===== src/rtl/cpu_pkg.sv =====
// Shared definitions for the CPU datapath and control_unit: FSM states, ALU opcodes, ctrl word layout.
package cpu_pkg;

    localparam int STATE_W = 3;
    localparam int CTRL_W  = 26;

    localparam logic [2:0] FETCH      = 3'd0;
    localparam logic [2:0] DECODE     = 3'd1;
    localparam logic [2:0] EXECUTE    = 3'd2;
    localparam logic [2:0] MEM_ACCESS = 3'd3;
    localparam logic [2:0] WRITEBACK  = 3'd4;
    localparam logic [2:0] HALT_STATE = 3'd5;

    localparam logic [2:0] ALU_ADD = 3'd0;
    localparam logic [2:0] ALU_SUB = 3'd1;
    localparam logic [2:0] ALU_AND = 3'd2;
    localparam logic [2:0] ALU_OR  = 3'd3;
    localparam logic [2:0] ALU_XOR = 3'd4;
    localparam logic [2:0] ALU_NOT = 3'd5;
    localparam logic [2:0] ALU_SHL = 3'd6;
    localparam logic [2:0] ALU_SHR = 3'd7;

    // Bit / field positions inside the ctrl word
    localparam int CTRL_PC_WE      = 25;
    localparam int CTRL_PC_SEL     = 24;
    localparam int CTRL_PC_OFF_HI  = 23;
    localparam int CTRL_PC_OFF_LO  = 20;
    localparam int CTRL_ADDR_SEL   = 19;
    localparam int CTRL_ADDR_OFF_HI = 18;
    localparam int CTRL_ADDR_OFF_LO = 15;
    localparam int CTRL_MEM_SEL    = 14;
    localparam int CTRL_MEM_WE     = 13;
    localparam int CTRL_ALU_OP_HI  = 12;
    localparam int CTRL_ALU_OP_LO  = 10;
    localparam int CTRL_ALU_SEL_A  = 9;
    localparam int CTRL_ALU_SEL_B  = 8;
    localparam int CTRL_ALU_WE     = 7;
    localparam int CTRL_ZF_WE      = 6;
    localparam int CTRL_IR_WE      = 5;
    localparam int CTRL_A_SEL      = 4;
    localparam int CTRL_A_WE       = 3;
    localparam int CTRL_B_SEL      = 2;
    localparam int CTRL_B_WE       = 1;
    localparam int CTRL_HALT       = 0;

    typedef struct packed {
        logic       pc_we;
        logic       pc_sel;
        logic [3:0] pc_offset;
        logic       addr_sel;
        logic [3:0] addr_offset;
        logic       mem_sel;
        logic       mem_we;
        logic [2:0] alu_opcode;
        logic       alu_sel_a;
        logic       alu_sel_b;
        logic       alu_we;
        logic       zf_we;
        logic       ir_we;
        logic       a_sel;
        logic       a_we;
        logic       b_sel;
        logic       b_we;
        logic       halt;
    } ctrl_t;

endpackage


===== src/rtl/cpu_alu.sv =====
// Combinational ALU: eight single-cycle operations, carry/borrow discarded, plus a zero flag.
module cpu_alu
    import cpu_pkg::*;
#(
    parameter int DATA_W = 8
) (
    input  logic [DATA_W-1:0] op_a,
    input  logic [DATA_W-1:0] op_b,
    input  logic [2:0]        opcode,
    output logic [DATA_W-1:0] result,
    output logic              zero
);

    always_comb begin
        result = '0;
        case (opcode)
            ALU_ADD: result = op_a + op_b;
            ALU_SUB: result = op_a - op_b;
            ALU_AND: result = op_a & op_b;
            ALU_OR:  result = op_a | op_b;
            ALU_XOR: result = op_a ^ op_b;
            ALU_NOT: result = ~op_a;
            ALU_SHL: result = {op_a[DATA_W-2:0], 1'b0};
            ALU_SHR: result = {1'b0, op_a[DATA_W-1:1]};
            default: result = '0;
        endcase
    end

    assign zero = (result == '0);

endmodule


===== src/rtl/cpu_datapath.sv =====
// Register/datapath half of the CPU: state, PC, IR, A, B, ALU_R, ZF, memory address/data muxes.
// Optional feature macro: CPU_SINGLE_STEP_EN adds a step port that gates every register update.
module cpu_datapath
    import cpu_pkg::*;
#(
    parameter int DATA_W   = 8,
    parameter int ADDR_W   = 8,
    parameter int RESET_PC = 0
) (
    input  logic              clk,
    input  logic              reset,
    input  logic [2:0]        next_state,
    input  logic [25:0]       ctrl,
    output logic [2:0]        state,
    output logic [7:0]        instr,
    output logic              zf,
    output logic [ADDR_W-1:0] mem_addr,
    output logic [DATA_W-1:0] mem_wdata,
    input  logic [DATA_W-1:0] mem_rdata,
`ifdef CPU_SINGLE_STEP_EN
    input  logic              step,
`endif
    output logic              mem_wr,
    output logic              halted
);

    ctrl_t c;
    logic  en;
    logic  blocked;
    logic  wr_en;

    logic [2:0]        state_q, state_d;
    logic [ADDR_W-1:0] pc_q, pc_d;
    logic [7:0]        ir_q, ir_d;
    logic [DATA_W-1:0] a_q, a_d;
    logic [DATA_W-1:0] b_q, b_d;
    logic [DATA_W-1:0] alu_r_q, alu_r_d;
    logic              zf_q, zf_d;
    logic              halted_q, halted_d;

    logic [DATA_W-1:0] op_a, op_b, alu_result;
    logic              alu_zero;

    assign c = ctrl_t'(ctrl);

`ifdef CPU_SINGLE_STEP_EN
    assign en = step;
`else
    assign en = 1'b1;
`endif

    // A halt request blocks writes in its own cycle, not just after halted is set
    assign blocked = c.halt | halted_q;
    assign wr_en   = en & ~blocked;

    assign mem_addr  = c.addr_sel ? ADDR_W'(b_q) + ADDR_W'(c.addr_offset) : pc_q;
    assign mem_wdata = c.mem_sel ? b_q : a_q;
    assign mem_wr    = c.mem_we & wr_en;

    assign op_a = c.alu_sel_a ? DATA_W'(pc_q) : a_q;
    assign op_b = c.alu_sel_b ? DATA_W'(ir_q[3:0]) : b_q;

    cpu_alu #(.DATA_W(DATA_W)) u_alu (
        .op_a   (op_a),
        .op_b   (op_b),
        .opcode (c.alu_opcode),
        .result (alu_result),
        .zero   (alu_zero)
    );

    always_comb begin
        state_d  = state_q;
        pc_d     = pc_q;
        ir_d     = ir_q;
        a_d      = a_q;
        b_d      = b_q;
        alu_r_d  = alu_r_q;
        zf_d     = zf_q;
        halted_d = halted_q;
        if (en) begin
            state_d  = blocked ? HALT_STATE : next_state;
            halted_d = halted_q | c.halt;
        end
        if (wr_en) begin
            if (c.pc_we)
                pc_d = c.pc_sel ? pc_q + ADDR_W'($signed(c.pc_offset)) : pc_q + ADDR_W'(1);
            if (c.ir_we)
                ir_d = mem_rdata[7:0];
            if (c.alu_we)
                alu_r_d = alu_result;
            if (c.zf_we)
                zf_d = alu_zero;
            // A/B read the pre-edge ALU_R, so a same-cycle alu_we is not forwarded
            if (c.a_we)
                a_d = c.a_sel ? mem_rdata : alu_r_q;
            if (c.b_we)
                b_d = c.b_sel ? mem_rdata : alu_r_q;
        end
    end

    always_ff @(posedge clk) begin
        if (reset) begin
            state_q  <= FETCH;
            pc_q     <= ADDR_W'(RESET_PC);
            ir_q     <= '0;
            a_q      <= '0;
            b_q      <= '0;
            alu_r_q  <= '0;
            zf_q     <= 1'b0;
            halted_q <= 1'b0;
        end else begin
            state_q  <= state_d;
            pc_q     <= pc_d;
            ir_q     <= ir_d;
            a_q      <= a_d;
            b_q      <= b_d;
            alu_r_q  <= alu_r_d;
            zf_q     <= zf_d;
            halted_q <= halted_d;
        end
    end

    assign state  = state_q;
    assign instr  = ir_q;
    assign zf     = zf_q;
    assign halted = halted_q;

endmodule


===== config.mk =====
export PLATFORM = sky130hd
export DESIGN_NAME = cpu_datapath
export DESIGN_NICKNAME = d
export VERILOG_FILES = /design/src/rtl/cpu_pkg.sv /design/src/rtl/cpu_alu.sv /design/src/rtl/cpu_datapath.sv
export SDC_FILE = /design/constraint.sdc
export NUM_CORES = 1
export LEC_CHECK = 0
export CAP_MARGIN = 20
export CORE_ASPECT_RATIO = 2
export CORE_MARGIN = 1
export CORE_UTILIZATION = 45
export CTS_CLUSTER_DIAMETER = 40
export DETAILED_ROUTE_END_ITERATION = 8
export GPL_TIMING_DRIVEN = 1
export HOLD_SLACK_MARGIN = 0.15
export PLACE_DENSITY = 0.7
export SLEW_MARGIN = 20
export SYNTH_ARGS = -nofsm -noshare
export SYNTH_HDL_FRONTEND = slang
export SYNTH_SLANG_ARGS = --single-unit
export TNS_END_PERCENT = 10

===== constraint.sdc =====
create_clock -name clk -period 9.3 [get_ports clk]
set_input_delay 1.86 -clock clk [delete_from_list [all_inputs] [get_ports clk]]
set_output_delay 1.86 -clock clk [all_outputs]
set_load 0.05 [all_outputs]

==> flow_summary.ini, run 1 <==
[grt]
grt_pass1_wl_mm = 17.8
antenna_found_initial = 0
grt_pass1_vias = 3771
grt_max_degree = 48
grt_usage_pct = 26.5
overflow = 0

[critical_path]
cpMostUsedCell = clkdlybuf4s50_1
crit_start = ctrl[15]
max_stage_delay_ns = 0.86
rr_startpoint = instr[1]
crit_chain = clkdlybuf4s50_1 -> ha_1 -> inv_1 -> fa_1 -> nor2b_1 -> o21ai_0 -> nand2b_1 -> and3_1 -> xnor2_1 -> a21oi_1 -> clkdlybuf4s50_1
crit_fanout = 2
crit_required_ns = 7.44
cp-end-kind = output pin
arrival_ns = 4.70
worstSetupPathType = in2out
crit_buf_inv = 3
start_kind = input pin
critical-path-top-delay-family = buffers and inverters
cp_slowest_cell = clkdlybuf4s50_1

[route]
ant_nets = 0
wl_mm = 11.1
via_count = 3702
drt_iter0_drc = 147
wl_per_cell_um = 17.6
drc = 0
drt-pass1-iter-count = 4
viasPerCell = 5.88

[yosys]
async_flop_share_pct = 0
synth_flop_cell = dfxtp_1
yosys_warnings = 0
synth-seq-cells = 45
synth_edf_count = 0
synth_cells = 480
syn_area_um2 = 3890
ys_seq_area_share_pct = 23.2
synth_area_per_cell_um2 = 8.10
ys_types = 62
syn_nets = 557

[clock_network]
cts.clk_slew.worst_paths_ns = 0.06
cts_setup_buffers = 0
root_buffer = clkbuf_16
cts_buffer_depth = 2
clk_latency_ns = 0.29
h-tree-depth = 2
cts_tree = built
cts.sinks = 45
cts_resized = 0
hold_buffers = 0
cts_inserted_buffers = 5

[die]
die_width_um = 67.7
start_util_pct = 46.5
io-pin-count = 69
rows = 47
die-area_um2 = 9030
die_h_um = 133
coreArea_um2 = 8350

[power_and_ir_drop]
peakVddDrop_mv = 0.108
powerDensity_nw_per_um2 = 131
leakagePower_nw = 1.96

[place]
port_buffers = 68
gp_congestion = 0.832
place_hpwl_mm = 9.22
place_area_um2 = 4590

[timing]
tns_ns = 0
min_period_ns = 6.56
hold_violations = 0
relSlewSlack_pct = 50.9
holdWs_ns = 0.470
final_max_slew_viol_count = 0
skew_ns = 0.00639
fin_crit_sh_pct = 70.5
tightestPinTransition_ns = 0.734
setup_viol = 0
fmax_mhz = 153
rsz0062_at_grt = false

[hold_path]
worstHoldStart = alu_r_q[6]
hold_class = reg2reg

[final_layout]
diodes = 0
area_growth_pct = 22.0
seq_area_um2 = 901
mostFrequentLayoutCells = 68 x clkdlybuf4s50_1, 48 x nor2_1, 47 x nand2_1
final_cell_area_um2 = 4740
layout-drive-gt1-share_pct = 7.14
fillers = 799
final_common_cell = clkdlybuf4s50_1
num-nets-final = 608
multi_input_area_um2 = 2730

[outcome]
status = complete, no violations

[flow_run]
cap_violations = 0
==> cell families (layout without fill, tap and decap cells) <==
| logic type | count (synthesis) | in the layout | share of synthesized area [%] |
|---|---|---|---|
| DFF | 45 | 45 | 23.2 |
| buffers and inverters | 63 | 115 | 6.60 |
| and+or+nand+nor | 150 | 150 | 18.4 |
| muxes | 48 | 48 | 14.9 |
| AOI/OAI and AO/OA | 119 | 119 | 20.2 |
| xor gates and xnor gates | 17 | 17 | 3.83 |
| adders and majority gates | 38 | 38 | 12.8 |
==> power breakdown <==
part	switching [mW]	internal (mW)	total, mW
Clock	0.0750	0.0999	0.175
Combinational	0.132	0.0971	0.229
Sequential	0.0128	0.203	0.216
Total	0.220	0.400	0.620
==> synthesized netlist by cell type, drive strengths merged, types with 2 or more instances <==
cell / count / area [um^2]
o22ai: 3 / 18.8
a211oi: 22 / 165
a21oi: 43 / 215
and3: 2 / 12.5
a221oi: 2 / 17.5
nor2: 48 / 180
and2: 10 / 62.6
nand3b: 2 / 15.0
nand2b: 9 / 56.3
dfxtp: 45 / 901
o311ai: 3 / 26.3
mux2i: 30 / 320
xor2: 5 / 43.8
a31oi: 3 / 18.8
nor2b: 7 / 43.8
mux2: 14 / 165
buf: 11 / 61.3
fa: 3 / 60.1
o21a: 5 / 37.5
clkbuf: 17 / 63.8
o21ai: 12 / 60.1
nand2: 47 / 176
mux4: 4 / 93.8
o31ai: 2 / 15.0
nor4b: 2 / 23.8
nor4: 2 / 25.0
nand3: 2 / 10.0
o211ai: 6 / 45.0
a211o: 2 / 17.5
o2111ai: 3 / 26.3
inv: 34 / 128
a21o: 2 / 15.0
nor3b: 3 / 22.5
xnor2: 12 / 105
ha: 35 / 438
nor3: 12 / 60.1
==> flip-flops by register name, indices dropped and copies added (netlist names) <==
| name | cells |
|---|---|
| a_q | 8 |
| alu_r_q | 8 |
| b_q | 8 |
| halted | 1 |
| instr | 8 |
| pc_q | 8 |
| state | 3 |
| zf | 1 |
==> metal layers <==
metal	vias to the layer above	global-route usage, %	wire, um
li1	1808	-	-
met1	1759	24.6	3770
met2	90	50.8	6360
met3	45	1.63	237
met4	0	17.8	710
met5	-	0	0
==> worst min-delay path: cells and delay by family, from the launching register on <==
| family | cells | cell delay, ns |
|---|---|---|
| compound gates | 1 | 0.05 |
| flops | 1 | 0.32 |
| simple gates | 1 | 0.05 |
==> cell type report <==
cell class / instances / share of cell area [%]
clock buffers: 5 / 2.64
inverters: 35 / 2.77
flip-flops and latches: 45 / 19.0
well taps: 98 / 2.59
clock inverters: 3 / 0.449
repair buffers: 72 / 15.0
multi-input cells: 372 / 57.6
==> worst paths after layout <==
check | end | slack, ns | cells past startpoint
worst max-delay path | mem_addr[6] | 2.74 | 11
worst min-delay path | alu_r_q[6] | 0.47 | 2
worst max register to register | zf | 5.97 | 10
worst min register to register | alu_r_q[6] | 0.47 | 2
==> through the flow <==
stage	util, %	instances	total power [mW]	worst slack [ns]
5_1_grt	56.8	630	0.652	2.72
3_5_place_dp	55.0	622	0.448	2.76
6_report	56.8	630	0.620	2.74
4_1_cts	56.8	630	0.623	2.76
3_3_place_gp	55.0	622	0.444	2.79
2_1_floorplan	-	480	0.377	3.72
Note: power is estimated with default switching activity, not from simulation.
==> inputs of run 2 (changes only) <==
==> constraint.sdc (replaced) <==
create_clock -name clk -period 6.1 [get_ports clk]
set_input_delay 1.22 -clock clk [delete_from_list [all_inputs] [get_ports clk]]
set_output_delay 1.22 -clock clk [all_outputs]
set_load 0.05 [all_outputs]
==> run 2 against run 1 <==
  * Clock power increased by 96%
  * Register-to-register slack worse by 3.0 ns
  * Clock skew down 0.0028 ns
  * Setup slack lost 1.8 ns
  * Combinational power grew 54%
  * Sequential share of layout area shrank 0.26 points
  * Count of clock-buffer cells in the layout unchanged
  * Utilization increased by 0.79 points
  * Via count down 0.57%
  * Die area stayed put
  * Global-route usage about the same
==> flow_summary.ini, run 2 (synthesized netlist as in run 1, its figures left out) <==
[outcome]
status = complete, no violations

[die]
start_util_pct = 46.5
die-area_um2 = 9030
rows = 47
io-pin-count = 69
die_width_um = 67.7
die_h_um = 133
coreArea_um2 = 8350

[grt]
grtUsageMet2_pct = 51.5
antenna_found_initial = 0
overflow = 0
grt_pass1_vias = 3600
grt_util_met3_pct = 2.57
grt_max_degree = 48
grt_pass1_wl_mm = 17.6
grt_use_met1_pct = 24.3
top_usage_layer = met2
grt_usage_pct = 26.5

[timing]
fmax_mhz = 193
setup_ws_ns = 0.907
rsz0062_at_grt = false
skew_ns = 0.00357
tns_ns = 0
holdWs_ns = 0.460
fin_crit_sh_pct = 85.1
setup_viol = 0
final_max_slew_viol_count = 0
relSlewSlack_pct = 59.7
hold_violations = 0
tightestPinTransition_ns = 0.605
min_period_ns = 5.19

[route]
viasPerCell = 5.82
wl_per_cell_um = 17.8
via_count = 3681
wl_mm = 11.3
drt-pass1-iter-count = 4
drt_iter0_drc = 164
drc = 0
ant_nets = 0

[final_layout]
area_growth_pct = 23.7
final_cell_area_um2 = 4810
fillers = 794
layout-drive-gt1-share_pct = 7.66
num-nets-final = 611
post-route-util_pct = 57.6
multi_input_area_um2 = 2730
fin_cells = 633
mostFrequentLayoutCells = 68 x clkdlybuf4s50_1, 48 x nor2_1, 47 x nand2_1
seq_area_um2 = 901
final_common_cell = clkdlybuf4s50_1
diodes = 0

[place]
gp_congestion = 0.858
port_buffers = 68
placed_cells = 625
place_area_um2 = 4620
place_hpwl_mm = 9.39
post-place-ws_ns = 0.934

[critical_path]
cp-end-kind = output pin
crit_start = ctrl[15]
rr_startpoint = instr[0]
worstSetupPathType = in2out
crit_required_ns = 4.88
crit_fanout = 2
start_kind = input pin
arrival_ns = 3.97

[flow_run]
cap_violations = 0

[power_and_ir_drop]
leakagePower_nw = 2.00
powerDensity_nw_per_um2 = 213
peakVddDrop_mv = 0.291
power.total_mw = 1.02

[clock_network]
hold_buffers = 0
cts_tree = built
cts_setup_buffers = 0
cts.sinks = 45
root_buffer = clkbuf_16
cts.clk_slew.worst_paths_ns = 0.06
h-tree-depth = 2
cts_resized = 0
clk_latency_ns = 0.28
cts_buffer_depth = 2
cts_inserted_buffers = 5

[hold_path]
worstHoldStart = instr[6]
hold_class = reg2reg
[run 2: cell types whose count changed in the layout (fill, tap and decap cells not counted)]
cell and change:
bufinv_16 +2, clkinvlp_4 -1, buf_4 +3, inv_6 -1
[run 2: area by class of cell]
| cell class | count | share of cell area [%] |
|---|---|---|
| Inverter | 35 | 2.73 |
| Tap cell | 98 | 2.55 |
| Sequential cell | 45 | 18.7 |
| Timing Repair Buffer | 75 | 15.3 |
| Clock inverter | 3 | 1.35 |
| Clock buffer | 5 | 2.60 |
| Multi-Input combinational cell | 372 | 56.8 |
[run 2: report_power, final]
group | switching (mW) | total (mW) | internal, mW
combinational | 0.202 | 0.352 | 0.150
clock | 0.109 | 0.343 | 0.234
sequential | 0.0190 | 0.329 | 0.310
[run 2: final timing paths]
check | to | slack, ns | cells after the start
worst max-delay path | mem_addr[6] | 0.91 | 11
worst min-delay path | instr[6] | 0.46 | 2
worst max register to register | zf | 2.99 | 10
worst min register to register | instr[6] | 0.46 | 2
[run 2: metal layers]
layer / routed length (um) / vias to the layer above
li1: - / 1809
met1: 3790 / 1753
met2: 6640 / 83
met3: 278 / 36
met4: 558 / 0
met5: 0 / -
[run 2: worst max-delay path: stages]
cell	delay [ns]
clkdlybuf4s50_1	0.46
ha_1	0.17
inv_1	0.06
fa_1	0.40
nor2b_1	0.11
o21ai_0	0.08
nand2b_1	0.17
and3_1	0.23
xnor2_1	0.07
a21oi_1	0.17
clkdlybuf4s50_1	0.83
